--- config.mk ---
export PLATFORM = sky130hd
export DESIGN_NAME = exc_ctrl
export DESIGN_NICKNAME = d
export VERILOG_FILES = /design/src/rtl/exc_ctrl.sv
export SDC_FILE = /design/constraint.sdc
export NUM_CORES = 1
export LEC_CHECK = 0
export CORE_AREA = 2 2 133 135
export DETAILED_ROUTE_END_ITERATION = 10
export DIE_AREA = 0 0 135 137
export HOLD_SLACK_MARGIN = 0.12
export PLACE_DENSITY = 0.68
export SYNTH_ARGS = -nofsm -noshare
export SYNTH_HDL_FRONTEND = slang
export SYNTH_SLANG_ARGS = --single-unit
--- constraint.sdc ---
create_clock -name clk -period 5.3 [get_ports clk]
set_clock_uncertainty 0.2 [all_clocks]
set_input_delay 1.06 -clock clk [delete_from_list [all_inputs] [get_ports clk]]
set_output_delay 1.06 -clock clk [all_outputs]
set_load 0.02 [all_outputs]
--- src/rtl/exc_ctrl.sv ---
`default_nettype none
// ============================================================================
// Module      : exc_ctrl
// Description : Precise-exception sequencer: prioritises exceptions, commits
//               cause/EPC to coprocessor 0, then runs the flush/redirect cycle.
// Revision    : 1.0 - initial release
// ============================================================================
module exc_ctrl #(
    parameter logic [31:0] HANDLER_ADDR = 32'h0000_4180,
    parameter int unsigned FLUSH_CYCLES = 2
) (
    input  logic        clk,
    input  logic        rst,
    input  logic        ext_int_i,
    input  logic        sys_i,
    input  logic        unimpl_i,
    input  logic        ov_i,
    input  logic        eret_i,
    input  logic [31:0] pc_f_i,
    input  logic [31:0] pc_d_i,
    input  logic [31:0] pc_e_i,
    input  logic [31:0] pc_m_i,
    input  logic [31:0] status_i,
    output logic        cause_epc_write_o,
    output logic [31:0] exc_code_o,
    output logic [31:0] epc_o,
    output logic        ret_op_o,
    output logic        flush_o,
    output logic        redirect_o,
    output logic [31:0] handler_pc_o
);

    localparam logic [3:0] C_FLUSH_LOAD = 4'(FLUSH_CYCLES - 1);

    typedef enum logic [1:0] {
        S_IDLE     = 2'd0,
        S_FLUSH    = 2'd1,
        S_REDIRECT = 2'd2
    } state_t;

    state_t      r_state;
    state_t      w_state_nxt;
    logic [3:0]  r_cnt;
    logic [3:0]  w_cnt_nxt;

    logic        r_sync1;
    logic        r_sync2;
    logic        r_sync_prev;
    logic        r_int_pending;
    logic        w_int_pending_nxt;
    logic        w_int_edge;

    logic        w_en_ov;
    logic        w_en_unimpl;
    logic        w_en_sys;
    logic        w_en_int;
    logic        w_event;
    logic        w_int_acc;
    logic [1:0]  w_code;
    logic [31:0] w_pc_sel;

    logic        w_cew_nxt;
    logic [31:0] w_code_nxt;
    logic [31:0] w_epc_nxt;
    logic        w_ret_nxt;
    logic        w_flush_nxt;
    logic        w_redirect_nxt;
    logic [31:0] w_hpc_nxt;

    logic        w_unused_status;
    assign w_unused_status = &{1'b0, status_i[31:4]};

    assign w_int_edge  = r_sync2 & ~r_sync_prev;
    assign w_en_ov     = ov_i & status_i[3];
    assign w_en_unimpl = unimpl_i & status_i[2];
    assign w_en_sys    = sys_i & status_i[1];
    assign w_en_int    = r_int_pending & status_i[0];

    // Oldest instruction in the pipe wins
    always_comb begin
        w_event  = 1'b1;
        w_code   = 2'd0;
        w_pc_sel = pc_f_i;
        if (w_en_ov) begin
            w_code   = 2'd3;
            w_pc_sel = pc_m_i;
        end else if (w_en_unimpl) begin
            w_code   = 2'd2;
            w_pc_sel = pc_e_i;
        end else if (w_en_sys) begin
            w_code   = 2'd1;
            w_pc_sel = pc_d_i;
        end else if (!w_en_int) begin
            w_event  = 1'b0;
        end
    end

    assign w_int_acc = (r_state == S_IDLE) && w_event && (w_code == 2'd0);
    // A fresh edge in the accepting cycle re-arms the pending flag
    assign w_int_pending_nxt = w_int_edge | (r_int_pending & ~w_int_acc);

    always_comb begin
        w_state_nxt    = r_state;
        w_cnt_nxt      = r_cnt;
        w_cew_nxt      = 1'b0;
        w_code_nxt     = exc_code_o;
        w_epc_nxt      = epc_o;
        w_ret_nxt      = 1'b0;
        w_flush_nxt    = 1'b0;
        w_redirect_nxt = 1'b0;
        w_hpc_nxt      = 32'd0;
        case (r_state)
            S_IDLE: begin
                if (w_event) begin
                    w_state_nxt = S_FLUSH;
                    w_cnt_nxt   = C_FLUSH_LOAD;
                    w_cew_nxt   = 1'b1;
                    w_code_nxt  = {30'd0, w_code};
                    w_epc_nxt   = w_pc_sel + 32'd4;
                    w_flush_nxt = 1'b1;
                end else if (eret_i) begin
                    w_ret_nxt = 1'b1;
                end
            end
            S_FLUSH: begin
                if (r_cnt == 4'd0) begin
                    w_state_nxt    = S_REDIRECT;
                    w_redirect_nxt = 1'b1;
                    w_hpc_nxt      = HANDLER_ADDR;
                end else begin
                    w_cnt_nxt   = r_cnt - 4'd1;
                    w_flush_nxt = 1'b1;
                end
            end
            S_REDIRECT: begin
                w_state_nxt = S_IDLE;
            end
            default: begin
                w_state_nxt = S_IDLE;
                w_cnt_nxt   = 4'd0;
            end
        endcase
    end

    always_ff @(posedge clk) begin
        if (rst) begin
            r_state           <= S_IDLE;
            r_cnt             <= 4'd0;
            r_sync1           <= 1'b0;
            r_sync2           <= 1'b0;
            r_sync_prev       <= 1'b0;
            r_int_pending     <= 1'b0;
            cause_epc_write_o <= 1'b0;
            exc_code_o        <= 32'd0;
            epc_o             <= 32'd0;
            ret_op_o          <= 1'b0;
            flush_o           <= 1'b0;
            redirect_o        <= 1'b0;
            handler_pc_o      <= 32'd0;
        end else begin
            r_state           <= w_state_nxt;
            r_cnt             <= w_cnt_nxt;
            r_sync1           <= ext_int_i;
            r_sync2           <= r_sync1;
            r_sync_prev       <= r_sync2;
            r_int_pending     <= w_int_pending_nxt;
            cause_epc_write_o <= w_cew_nxt;
            exc_code_o        <= w_code_nxt;
            epc_o             <= w_epc_nxt;
            ret_op_o          <= w_ret_nxt;
            flush_o           <= w_flush_nxt;
            redirect_o        <= w_redirect_nxt;
            handler_pc_o      <= w_hpc_nxt;
        end
    end

endmodule
`default_nettype wire

* Word-level counts from Yosys, hierarchy flattened *
Cells that the tools add are included.

word-level totals
  flip-flop bits (word level) = 80
  logic and storage cells = 65
  input bits = 167

cells by class
  muxes and demuxes = 22
  reductions and logical operators = 11
  equality and inequality tests = 5
  add/sub/neg operators = 2
  bitwise operators = 12

operators with widths
  cell                                                                count
  32-bit two-way mux                                                  3
  32-bit by 3-bit adder with 32-bit output, second input constant     1
  15-bit two-way mux                                                  1
  4-bit case mux with 3 select lines                                  1
  1-bit two-way mux                                                   9
  2-bit two-way mux                                                   4
  4-bit two-way mux                                                   2
  1-bit bitwise AND                                                   6
  2-bit inequality test, second input constant                        3
  1-bit inverter                                                      5
  2-bit logical NOT                                                   2
  4-bit logical NOT                                                   1
  2-bit case mux with 2 select lines                                  1
  2-bit AND reduction                                                 2
  2-bit OR reduction                                                  2
  4-bit by 1-bit subtractor with 4-bit output, second input constant  1
  3-bit AND reduction                                                 1
  3-bit OR reduction                                                  1
  2-bit by 1-bit == test with 1-bit output, second input constant     1
  2-bit == test, second input constant                                1
  1-bit logical AND                                                   2
  1-bit case mux with 2 select lines                                  1
  1-bit OR                                                            1

* Logic depth before layout (Yosys ltp) *
  depth after elaboration = 10
  mapped depth = 16

* Worst setup path before layout *
OpenSTA, ideal clock, no wires.

  kind = input to register
  start point = in ov_i
  end point = reg epc_o[24]
  buffers on the path = 5
  setup slack = 0.984 ns
  cell stages on the path = 15
  arrival = 3.983 ns
  data required time = 4.968 ns
  library setup time = 0.132 ns
  cell sequence = and2_1 buf_4 buf_2 buf_1 clkbuf_1 clkbuf_1 nand2_1 a31oi_1 ha_1 inv_1 a221oi_4 nand4_2 or3_1 nand3_1 a21oi_1

between the ends
  longest elaborated chain between the ends = 3
  elaborated cells between the ends (all ways) = 5
  those cells by class = add/sub: 1; mux: 2; bitwise: 1; reduce/logical: 1

RTL lines
  element                                                                          RTL line  text
  start, declared                                                                  17        input logic ov_i,
  1-bit bitwise AND *                                                              74        assign w_en_ov = ov_i & status_i[3];
  32-bit two-way mux or 1-bit two-way mux (tied branches)                          84        if (w_en_ov) begin
  32-bit by 3-bit adder with 32-bit output or 2-bit AND reduction (tied branches)  --
  end signal, assigned                                                             169       epc_o <= w_epc_nxt;
  end, declared                                                                    26        output logic [31:0] epc_o,

Every way passes the cells marked *; elsewhere a longest branch is shown, timed or not.
A chain may end at the register's enable or synchronous reset.

* Worst setup path after layout *
  start point = in sys_i
  end point = reg epc_o[30]

between the ends
  longest elaborated chain between the ends = 5
  elaborated cells between the ends (all ways) = 9
  those cells by class = add/sub: 1; mux: 6; bitwise: 1; reduce/logical: 1

RTL lines
  element                                                                          RTL line  text
  start, declared                                                                  15        input logic sys_i,
  1-bit bitwise AND *                                                              76        assign w_en_sys = sys_i & status_i[1];
  32-bit two-way mux or 1-bit two-way mux (tied branches)                          90        end else if (w_en_sys) begin
  32-bit two-way mux or 1-bit two-way mux (tied branches)                          87        end else if (w_en_unimpl) begin
  32-bit two-way mux or 1-bit two-way mux (tied branches)                          84
  32-bit by 3-bit adder with 32-bit output or 2-bit AND reduction (tied branches)  --

Marked as above.

==> flow_summary.toml <==
[global_routing]
grt_pass1_wl_mm = 22.7
antenna_found_initial = 0
track_usage_pct = 15.8
grt_pass1_vias = 4103
grt_max_degree = 49
grt_overflow = 0

[sta]
worstMarginPinSlew_ns = 0.884
timing.final.crit_share_pct = 80.2
setup_viol = 0
timing.fmax_mhz = 235
period_needed_ns = 4.25
fin_ws_ns = 1.05
slew_headroom_pct = 41.0
timing.hold.ws_ns = 0.255
rsz0062_at_grt = "false"
setup_tns_ns = 0
slew_viol_final = 0
hold_viol = 0

[layout]
nets = 900
final_util_pct = 35.7
insertedDiodeCount = 0
final_cell_count_no_fill = 957
drive_above_1_share_pct = 6.01
postLayoutCellArea_um2 = 6080
syn2layout_area_growth_pct = 46.0
regArea_um2 = 961
multiInputGateArea_um2 = 2720
fillCellCount = 1871

[placement]
dp_hpwl_mm = 12.5
io_buffers = 179
place_congestion = 0.809
dp_slack_ns = 0.702
dpl_cell_area_um2 = 5900
place_inst = 949

[clocking]
cts_resized = 0
clockBufferDepth = 2
path_clk_slew_ns = 0.07
clock_latency_ns = 0.28
cts_root_buf = "clkbuf_16"
cts_sinks = 48
cts_tree = "yes"
cts.htree.levels = 2
postCtsSetupBuffers = 0
numCtsBuffers = 5
hold_buffers = 0

[yosys]
yosysWarnings = 0
yosys-top-cells-area = "dfxtp_1 23%, buf_4 11%, nand2_1 9.3%"
ys_async_sr_fraction_pct = 0
synth_top_area_share_pct = 23.1
synth.avg_cell_area_um2 = 7.28
synth-seq-cells = 48
synth_cell_type_count = 65
synth_top_area_cell = "dfxtp_1"
ys.flop_type = "dfxtp_1"
synth_edf_count = 0
synthCells = 572
yosysSeqAreaShare_pct = 23.1
synth_area_um2 = 4160

[power]
total_power_mw = 1.40
pwr-share-seq_pct = 30.8
p_sw_share_pct = 35.1
p_sw_mw = 0.491
comb_power_share_pct = 42.7
ir_drop_uv = 141
p_int_mw = 0.909
cellPowerDensity_nw_per_um2 = 230
clockPowerShare_pct = 26.5
p_leak_nw = 2.35

[critical_path]
start_kind = "primary input"
crit_path_start = "sys_i"
path_max_fanout = 36
worstPathRequired_ns = 5.23
critPathKind = "primary input to flip-flop"
critPathCaptureType = "flip-flop"
crit_arrival_ns = 4.18
worstReg2RegStart = "r_cnt[0]"

[route]
drt-total-wl_mm = 15.1
drt_iter0_markers = 182
drc_errors = 0
wl_per_cell_um = 15.8
vias = 4422
firstDrtPassIters = 6
antenna_left = 0
viasPerCell = 4.62

[worst_hold_path]
hp-class = "flip-flop to flip-flop"
hp-start = "epc_o[27]"

[floorplan]
core-area_um2 = 17100
dieHeight_um = 137
io_pins = 267
initial_core_util_pct = 24.4
dieArea_um2 = 18500
dieWidth_um = 135
num_rows = 48

[status]
outcome = "completed"

[job]
cap_violations = 0
==> sequential cells by signal, summed over array words and instances, names as in the netlist <==
name               flops
r_sync1                1
epc_o                 32
r_state                2
r_cnt                  4
r_sync2                1
ret_op_o               1
r_sync_prev            1
r_int_pending          1
cause_epc_write_o      1
exc_code_o             2
flush_o                1
handler_pc_o           1
==> critical path: stages <==
cell             delay, ns
clkdlybuf4s50_1       0.71
and2_4                0.51
nand2_1               0.09
and3_1                0.16
a31oi_1               0.24
ha_1                  0.24
inv_1                 0.11
a221oi_4              0.25
nand4_2               0.21
nor3b_1               0.29
xor2_1                0.20
a211oi_1              0.09
==> Yosys cell counts, types with 3 or more instances <==
cell,number
a211oi_1,16
a21o_1,4
a21oi_1,41
a2bb2oi_1,4
a311oi_1,15
a31oi_1,8
and2_1,3
and3_1,11
and4_1,3
buf_1,4
buf_2,8
buf_4,63
buf_6,5
clkbuf_1,20
dfxtp_1,48
inv_1,10
mux2_2,3
mux2i_1,11
nand2_1,103
nand2b_1,3
nand3_1,19
nand3b_1,7
nand4_1,15
nor2_1,37
nor2b_1,6
nor3_1,7
o21ai_0,27
o221ai_1,3
or3_1,7
xnor2_1,8
xor2_1,11
==> metal layers <==
layer / wire length [µm] / part of all wire, % / up-vias / GRT usage, %
met5: 0 / 0 / - / 0
met4: 244 / 1.6 / 0 / 4.05
met3: 1050 / 7.0 / 16 / 3.33
met2: 6920 / 46 / 170 / 26.1
met1: 6870 / 46 / 2002 / 21.0
li1: - / - / 2234 / -
==> cell type report <==
cell class                      instances  area share [%]
Multi-Input combinational cell        472            44.8
Timing Repair Buffer                  194            31.2
Sequential cell                        48            15.8
Tap cell                              225            4.63
Clock buffer                            6            2.28
Clock inverter                          2           0.638
Inverter                               10           0.617
==> layout by cell type (no fill, tap or decap), drive strengths merged, types with 2 or more instances in the layout <==
master and count:
nand2b 3, or3 8, o221ai 4, mux2 3, nor2 38, o21ai 29
a21oi 41, o31ai 3, o211ai 2, a2bb2oi 4, a31oi 8, nand4b 2
ha 2, nor3 9, nor3b 2, mux2i 11, buf 16, nand2 103
nand3 19, nand4 17, and3 11, conb 59, o2111ai 3, nand3b 7
clkdlybuf4s50 178, xnor2 8, dfxtp 48, xor2 11, nor2b 6, a21o 4
inv 10, and2 5, and4 3, a311oi 15, a211oi 17, nor4b 2
o31a 2, clkbuf 6
==> power by group through the flow <==
stage	registers, mW	logic, mW	clock network (mW)
after global placement	0.437	0.598	0
after floorplan	0.485	0.316	0
after global routing	0.437	0.649	0.397
after detailed placement	0.440	0.600	0
after CTS	0.432	0.601	0.381
final	0.431	0.597	0.371
==> kinds of logic (layout without fill, tap and decap cells) <==
kind of cell	count (synthesis)	count (layout)	synth area share, %
DFF	48	48	23.1
muxes	14	14	3.46
buffers and inverters	110	212	16.7
other	1	59	0.0901
xor gates and xnor gates	19	19	4.00
AOI/OAI and AO/OA	139	139	22.8
adders and majority gates	2	2	0.601
and+or+nand+nor	239	239	29.2
==> path summary, 6_finish.rpt <==
path | to | slack, ns | cells past startpoint
setup / recovery | epc_o[30] | 1.05 | 12
hold / removal | epc_o[27] | 0.25 | 2
hold reg to reg | epc_o[27] | 0.25 | 2
setup reg to reg | r_cnt[3] | 3.09 | 8
(Power assumes the default switching activity.)
